==> src/rtl/regfile_pkg.sv <==
// Shared definitions for the architectural integer register file.
package regfile_pkg;
  localparam int REG_ADDR_W = 5;
  localparam int NREGS      = 32;
  localparam int XZR        = 31;

  typedef logic [REG_ADDR_W-1:0] reg_addr_t;
endpackage

==> src/rtl/regfile_register_en.sv <==
// Single register-file entry: WIDTH-bit D register, async active-high clear, sync enable.
module register_en #(
  parameter int WIDTH = 64
) (
  input  logic             clk,
  input  logic             reset,
  input  logic             en,
  input  logic [WIDTH-1:0] d,
  output logic [WIDTH-1:0] q
);
  always_ff @(posedge clk or posedge reset) begin
    if (reset) begin
      q <= '0;
    end else if (en) begin
      q <= d;
    end
  end
endmodule

==> src/rtl/regfile.sv <==
// 32 x 64-bit register file: two combinational read ports with same-cycle
// writeback forwarding, one clocked write port, XZR hard-wired to zero.
module regfile
  import regfile_pkg::*;
#(
  parameter int WIDTH    = 64,
  parameter int NREGS    = 32,
  parameter int ZERO_REG = 31
) (
  input  logic                  clk,
  input  logic                  reset,
  input  logic [REG_ADDR_W-1:0] ra1,
  input  logic [REG_ADDR_W-1:0] ra2,
  output logic [WIDTH-1:0]      rd1,
  output logic [WIDTH-1:0]      rd2,
  input  logic                  we,
  input  logic [REG_ADDR_W-1:0] wa,
  input  logic [WIDTH-1:0]      wd
);
  localparam reg_addr_t ZERO_ADDR = reg_addr_t'(ZERO_REG);

  logic [WIDTH-1:0] entry [NREGS];

  // The zero register has no storage; its slot is tied off so the read mux stays regular.
  for (genvar i = 0; i < NREGS; i++) begin : g_entry
    if (i == ZERO_REG) begin : g_zero
      assign entry[i] = '0;
    end else begin : g_reg
      logic en;
      assign en = we & (wa == reg_addr_t'(i)) & ~reset;

      register_en #(.WIDTH(WIDTH)) u_reg (
        .clk   (clk),
        .reset (reset),
        .en    (en),
        .d     (wd),
        .q     (entry[i])
      );
    end
  end

  // Forwarding is suppressed under reset so the outputs track the async clear.
  always_comb begin
    rd1 = '0;
    if (!reset && ra1 != ZERO_ADDR) begin
      if (we && wa == ra1) begin
        rd1 = wd;
      end else begin
        rd1 = entry[ra1];
      end
    end
  end

  always_comb begin
    rd2 = '0;
    if (!reset && ra2 != ZERO_ADDR) begin
      if (we && wa == ra2) begin
        rd2 = wd;
      end else begin
        rd2 = entry[ra2];
      end
    end
  end
endmodule

==> config.mk <==
export PLATFORM = sky130hd
export DESIGN_NAME = regfile
export DESIGN_NICKNAME = d
export VERILOG_FILES = /design/src/rtl/regfile_pkg.sv /design/src/rtl/regfile_register_en.sv /design/src/rtl/regfile.sv
export SDC_FILE = /design/constraint.sdc
export NUM_CORES = 2
export LEC_CHECK = 0
export ABC_AREA = 0
export CORE_MARGIN = 3
export CORE_UTILIZATION = 57
export CTS_BUF_LIST = sky130_fd_sc_hd__clkbuf_16
export DETAILED_ROUTE_END_ITERATION = 8
export HOLD_SLACK_MARGIN = 0.15
export PLACE_DENSITY = 0.74
export SETUP_SLACK_MARGIN = 0.4
export SYNTH_ARGS = -nofsm -noshare
export SYNTH_HDL_FRONTEND = slang
export SYNTH_SLANG_ARGS = --single-unit
export TNS_END_PERCENT = 20
==> constraint.sdc <==
create_clock -name clk -period 74.4 [get_ports clk]
set_clock_uncertainty 0.1 [all_clocks]
set_input_delay 18.6 -clock clk [delete_from_list [all_inputs] [get_ports clk]]
set_output_delay 18.6 -clock clk [all_outputs]
set_load 0.05 [all_outputs]
## Word level (Yosys, flattened, before mapping)

Index checks and enable logic that the tools add are counted.

- Word-level logic and storage cells: 148
- Output and inout bits: 128
- Register bits: 1984
- Input port bits: 82

- Bitwise logic cells: 65
- Order comparisons: 2
- Equal/unequal tests: 34
- Multiplexer cells: 10
- Reduce and logical (&&, ||, !) cells: 6

Operator list:

| kind | number |
|---|---|
| binary-select mux 64 bit (select 5 bit) | 2 |
| 2-to-1 mux 64 bit | 8 |
| equality test 5 bit, second input constant | 15 |
| AND 1 bit | 62 |
| equality test 5 x 4 -> 1 bit, second input constant | 8 |
| equality test 5 x 3 -> 1 bit, second input constant | 4 |
| greater-or-equal comparator 6 bit, second input constant | 2 |
| NOT 5 -> 6 bit | 2 |
| equality test 5 x 2 -> 1 bit, second input constant | 2 |
| equality test 5 bit | 2 |
| != test 5 bit, second input constant | 2 |
| equality test 5 x 1 -> 1 bit, second input constant | 1 |
| zero test 5 bit | 1 |
| logical AND 1 bit | 4 |
| zero test 1 bit | 1 |
| NOT 1 bit | 1 |

## Logic depth before layout (Yosys ltp)

- Word-level depth: 6
- Mapped depth: 9
- Gate-level depth less buffers: 5

## Cells and area by module

Synthesis repeated with hierarchy kept, for this count alone.

- Cells, all modules: 7124
- Area, all modules: 116440.4 µm²

By module, submodules not included:

| module | seq. area each (µm²) | instances | area each (µm²) | cells an instance |
|---|---|---|---|---|
| register_en | 1601.5 | 31 | 2682.6 | 136 |
| regfile | 0.0 | 1 | 33280.7 | 2908 |

## Worst setup path after synthesis

No wires, ideal clock.

- Path type: input port to flip-flop
- From: in reset
- To: reg g_entry[12].g_reg.u_reg.q[39]
- Data required time: 74175 ps
- Path buffers: 2
- Path slack: 3003 ps
- Library setup time: 125 ps
- Stages: 6
- Arrival: 71172 ps
- Path through: buf_2 > inv_1 > nand3b_1 > nor3_4 > buf_4 > mux2_2

- Cells in the longest elaborated chain, start to end: 2

RTL lines:

| element | line | RTL |
|---|---|---|
| start: declaration | regfile.sv:11 | `input logic reset,` |
| NOT 1 bit | regfile.sv:30 | `assign en = we & (wa == reg_addr_t'(i)) & ~reset;` |
| AND 1 bit | regfile.sv:30 |  |
| end signal: assignment | regfile_register_en.sv:13 | `q <= '0;` |
| end signal: assignment | regfile_register_en.sv:15 | `q <= d;` |
| end: declaration | regfile_register_en.sv:9 | `output logic [WIDTH-1:0] q` |

Every way passes these cells.
A chain may end at the register's enable or synchronous reset.

## Final worst setup path

- From: in ra1[1]
- To: out rd1[29]

- Cells in the longest elaborated chain, start to end: 6
- Elaborated cells on any way between the ends: 10
- Classes of those cells: eq/ne: 2; mux: 5; bitwise: 1; reduce/logical: 2

RTL lines:

| element | line | RTL |
|---|---|---|
| start: declaration | regfile.sv:12 | `input logic [REG_ADDR_W-1:0] ra1,` |
| NOT 5 -> 6 bit (not written as such) | regfile.sv:49 | `rd1 = entry[ra1];` |
| binary-select mux 64 bit (select 5 bit) | regfile.sv:49 |  |
| 2-to-1 mux 64 bit (not written as such) (2 in series) | regfile.sv:49 |  |
| 2-to-1 mux 64 bit | regfile.sv:46 | `if (we && wa == ra1) begin` |
| 2-to-1 mux 64 bit * | regfile.sv:45 | `if (!reset && ra1 != ZERO_ADDR) begin` |
| end: declaration | regfile.sv:14 | `output logic [WIDTH-1:0] rd1,` |

Mark *: on every way between the ends. The rest lies on a longest branch, timed or not. The select of a mux whose other input is x is not followed.

==> impl_results.md <==
- # DRC: 0
- CP Launch Type: primary input
- Worst-path clk slew: 60 ps
- Met3 usage: 0.0868
- Cell mode on critical path: buf_4
- Status: finished clean
- Met2 Usage GRT: 0.540
- Overall via count from detail_route: 72100
- Cell row count: 158
- Synth warnings: 0
- DIE WIDTH: 439 um
- Total global-route track usage: 0.360
- Final worst slack: 31900 ps
- Cts-stage hold buffer count: 0
- Total global routing overflow: 0
- Setup CP Type: primary input to output port
- Synthesis-to-finish area growth: 9.26%
- Final worst-path cycle share: 0.571
- CP peak stage delay: 900 ps
- Initial core utilization: 0.575
- Netlist cell types: 58
- EDFF count, synth: 0
- Master of the slowest instance on the critical path: buf_4
- Critical path fanouts, max: 55
- Most frequent cells in the layout: dfrtp_1 (1984), mux2_2 (1960), mux4_2 (756), mux2i_1 (496), clkbuf_16 (206)
- Slew Viols, Final: 0
- Final setup TNS: 0 ps
- PortBufs: 209
- Critical path arrival: 23800 ps
- CP Capture Type: output port
- Largest regs: g_entry.g_reg.u_reg.q (1984)
- Post-synthesis sequential area ratio: 0.465
- RD Place Congestion: 0.830
- Initial antenna violation count: 15
- Slew HR: 0.107
- Commonest non-fill, non-tap cell in the layout: dfrtp_1
- Global-route wire length before repair: 510000 um
- Final ANT Viol Nets: 0
- Hpwl dp: 185000 um
- Core Area: 186000 sq um
- Setup bufs post-CTS: 0
- Syn Area/Cell: 14.6 sq um
- Main synth FF type: dfrtp_1
- Max Fclk: 23.5 MHz
- Hold/Removal Path Class: register to register
- Via density: 7.38
- Wirelength per Cell: 35.5 um
- Initial drt markers: 8921
- Net count after synthesis: 7408
- Total die area: 193000 sq um
- Top reg by flops: g_entry.g_reg.u_reg.q
- Maximum VDD drop: 0.0236 mV
- Post-synthesis cell count: 7326
- PostCTS Resize Cnt: 0
- Met1 GRT Util: 0.484
- CTS tree: built
- RSZ-0062 raised after global routing: no
- Clk sinks: 1984
- Seq cells post-synth: 1984
- Clk Latency, worst-skew pair: 850 ps
- Largest net degree at the start of global routing: 189
- Place WS: 31980 ps
- Final setup vio count: 0
- Minimum clock period: 42500 ps
- Largest register FFs: 1984
- First-pass DRT Iterations: 6
- Worst-Margin Slew: 1340 ps
- Share of layout cells above drive strength 1: 0.456
- PD cells: 24.6 nW/um^2
- Nets: 7183
- Io pins: 210
- GR peak layer: met2
- Num CTS Buffers: 206
- Synth async-reset ratio: 1.00
- Die span in y: 439 um
- CTS root buf: clkbuf_16
- Final Hold Fails: 0
- CTS Buffer Depth: 3
- Hold_ws: 413 ps
- Vias in the first global route: 74300
- CTS H-tree depth: 4
- Crit-path cells: buf_8 > buf_4 > buf_4 > buf_4 > mux4_2 > mux2i_1 > o211ai_1 > o221a_2 > clkdlybuf4s50_1
- Req. time, crit path: 55700 ps
- Lkg Pwr: 51.9 nW
- Post-synthesis instance area: 107000 sq um
- Max cap viols: 0
- Drt total wl: 347000 um
[layer usage]
metal | part of all wire | wire [um]
met2 | 0.45 | 155000
met4 | 0.067 | 23400
met5 | 0.00017 | 59
met3 | 0.11 | 37400
met1 | 0.38 | 130000
[synthesized netlist by cell type, types with 3 or more instances]
master | instances | share of area
nand3b_1 | 3 | 0.00021
xnor2_1 | 6 | 0.00049
buf_2 | 334 | 0.016
nor3_4 | 4 | 0.00061
dfrtp_1 | 1984 | 0.46
o2bb2ai_1 | 35 | 0.0029
and2_1 | 3 | 0.00018
a221o_1 | 36 | 0.0034
a22oi_1 | 126 | 0.0089
buf_4 | 73 | 0.0051
a221oi_1 | 64 | 0.0052
mux2i_1 | 496 | 0.046
buf_1 | 38 | 0.0013
nand2_2 | 6 | 0.00035
o221ai_1 | 94 | 0.0077
nor2b_1 | 10 | 0.00059
o221a_1 | 3 | 0.00032
xor2_1 | 4 | 0.00033
a211oi_1 | 15 | 0.0011
nand2_1 | 106 | 0.0037
nor2_2 | 7 | 0.00041
a22o_1 | 63 | 0.0052
clkbuf_1 | 383 | 0.013
o211ai_1 | 165 | 0.012
inv_1 | 66 | 0.0023
mux2_2 | 1960 | 0.21
nand2b_1 | 7 | 0.00041
nor2_1 | 7 | 0.00025
o221a_2 | 61 | 0.0064
a311oi_1 | 13 | 0.0011
a21oi_1 | 90 | 0.0042
o22ai_1 | 114 | 0.0067
mux4_2 | 756 | 0.16
mux2_1 | 38 | 0.0040
o21ai_0 | 127 | 0.0060
[layout make-up]
type	count	area, sq um
fill	13600	69200
multi-input combinational	4446	53400
sequential	1984	49600
clock buffer	206	5150
timing repair buffer	395	3610
tap	2480	3100
clock inverter	183	1420
inverter	68	259
antenna	14	35.0
[path summary, 6_finish.rpt]
path                       slack [ps]                           from                       endpoint  cells after the start
max                             31900                         ra1[1]                        rd1[29]                      9
min                               410  g_entry[12].g_reg.u_reg.q[48]  g_entry[12].g_reg.u_reg.q[48]                      1
max reg2reg                     73480   g_entry[8].g_reg.u_reg.q[16]   g_entry[8].g_reg.u_reg.q[16]                      1
min reg2reg                       410  g_entry[12].g_reg.u_reg.q[48]  g_entry[12].g_reg.u_reg.q[48]                      1
max in group asynchronous       51270                          reset   g_entry[10].g_reg.u_reg.q[4]                      6
min in group asynchronous       18770                          reset   g_entry[4].g_reg.u_reg.q[21]                      2
[critical path: cells and delay by family]
family | cells | cell delay [ps]
buf+inv | 5 | 3670
mux | 2 | 820
compound gates | 2 | 490
[power breakdown]
group / internal (mW) / switching, mW / leakage, nW / total [mW]
Sequential: 1.23 / 0.107 / 26.2 / 1.33
Combinational: 0.275 / 0.242 / 22.3 / 0.517
Clock: 0.563 / 0.456 / 3.37 / 1.02
Total: 2.06 / 0.805 / 51.9 / 2.87
[metrics by stage]
step / utilization / power (mW) / cell area [sq um] / instances
detailed placement: 0.592 / 1.86 / 110000 / 9373
global route: 0.628 / 2.97 / 117000 / 9770
finish: 0.628 / 2.87 / 117000 / 9776
global placement: 0.592 / 1.83 / 110000 / 9373
CTS: 0.628 / 2.87 / 117000 / 9762
floorplan: - / 1.72 / 107000 / 7326
[cell families after synthesis]
family                    count (synthesis)  synth area share
and+or+nand+nor                         171           0.00830
DFF                                    1984             0.465
buffers and inverters                   896            0.0380
xor gates and xnor gates                 10          0.000820
muxes                                  3250             0.417
AOI/OAI and AO/OA                      1015            0.0713
(Power assumes the default switching activity.)
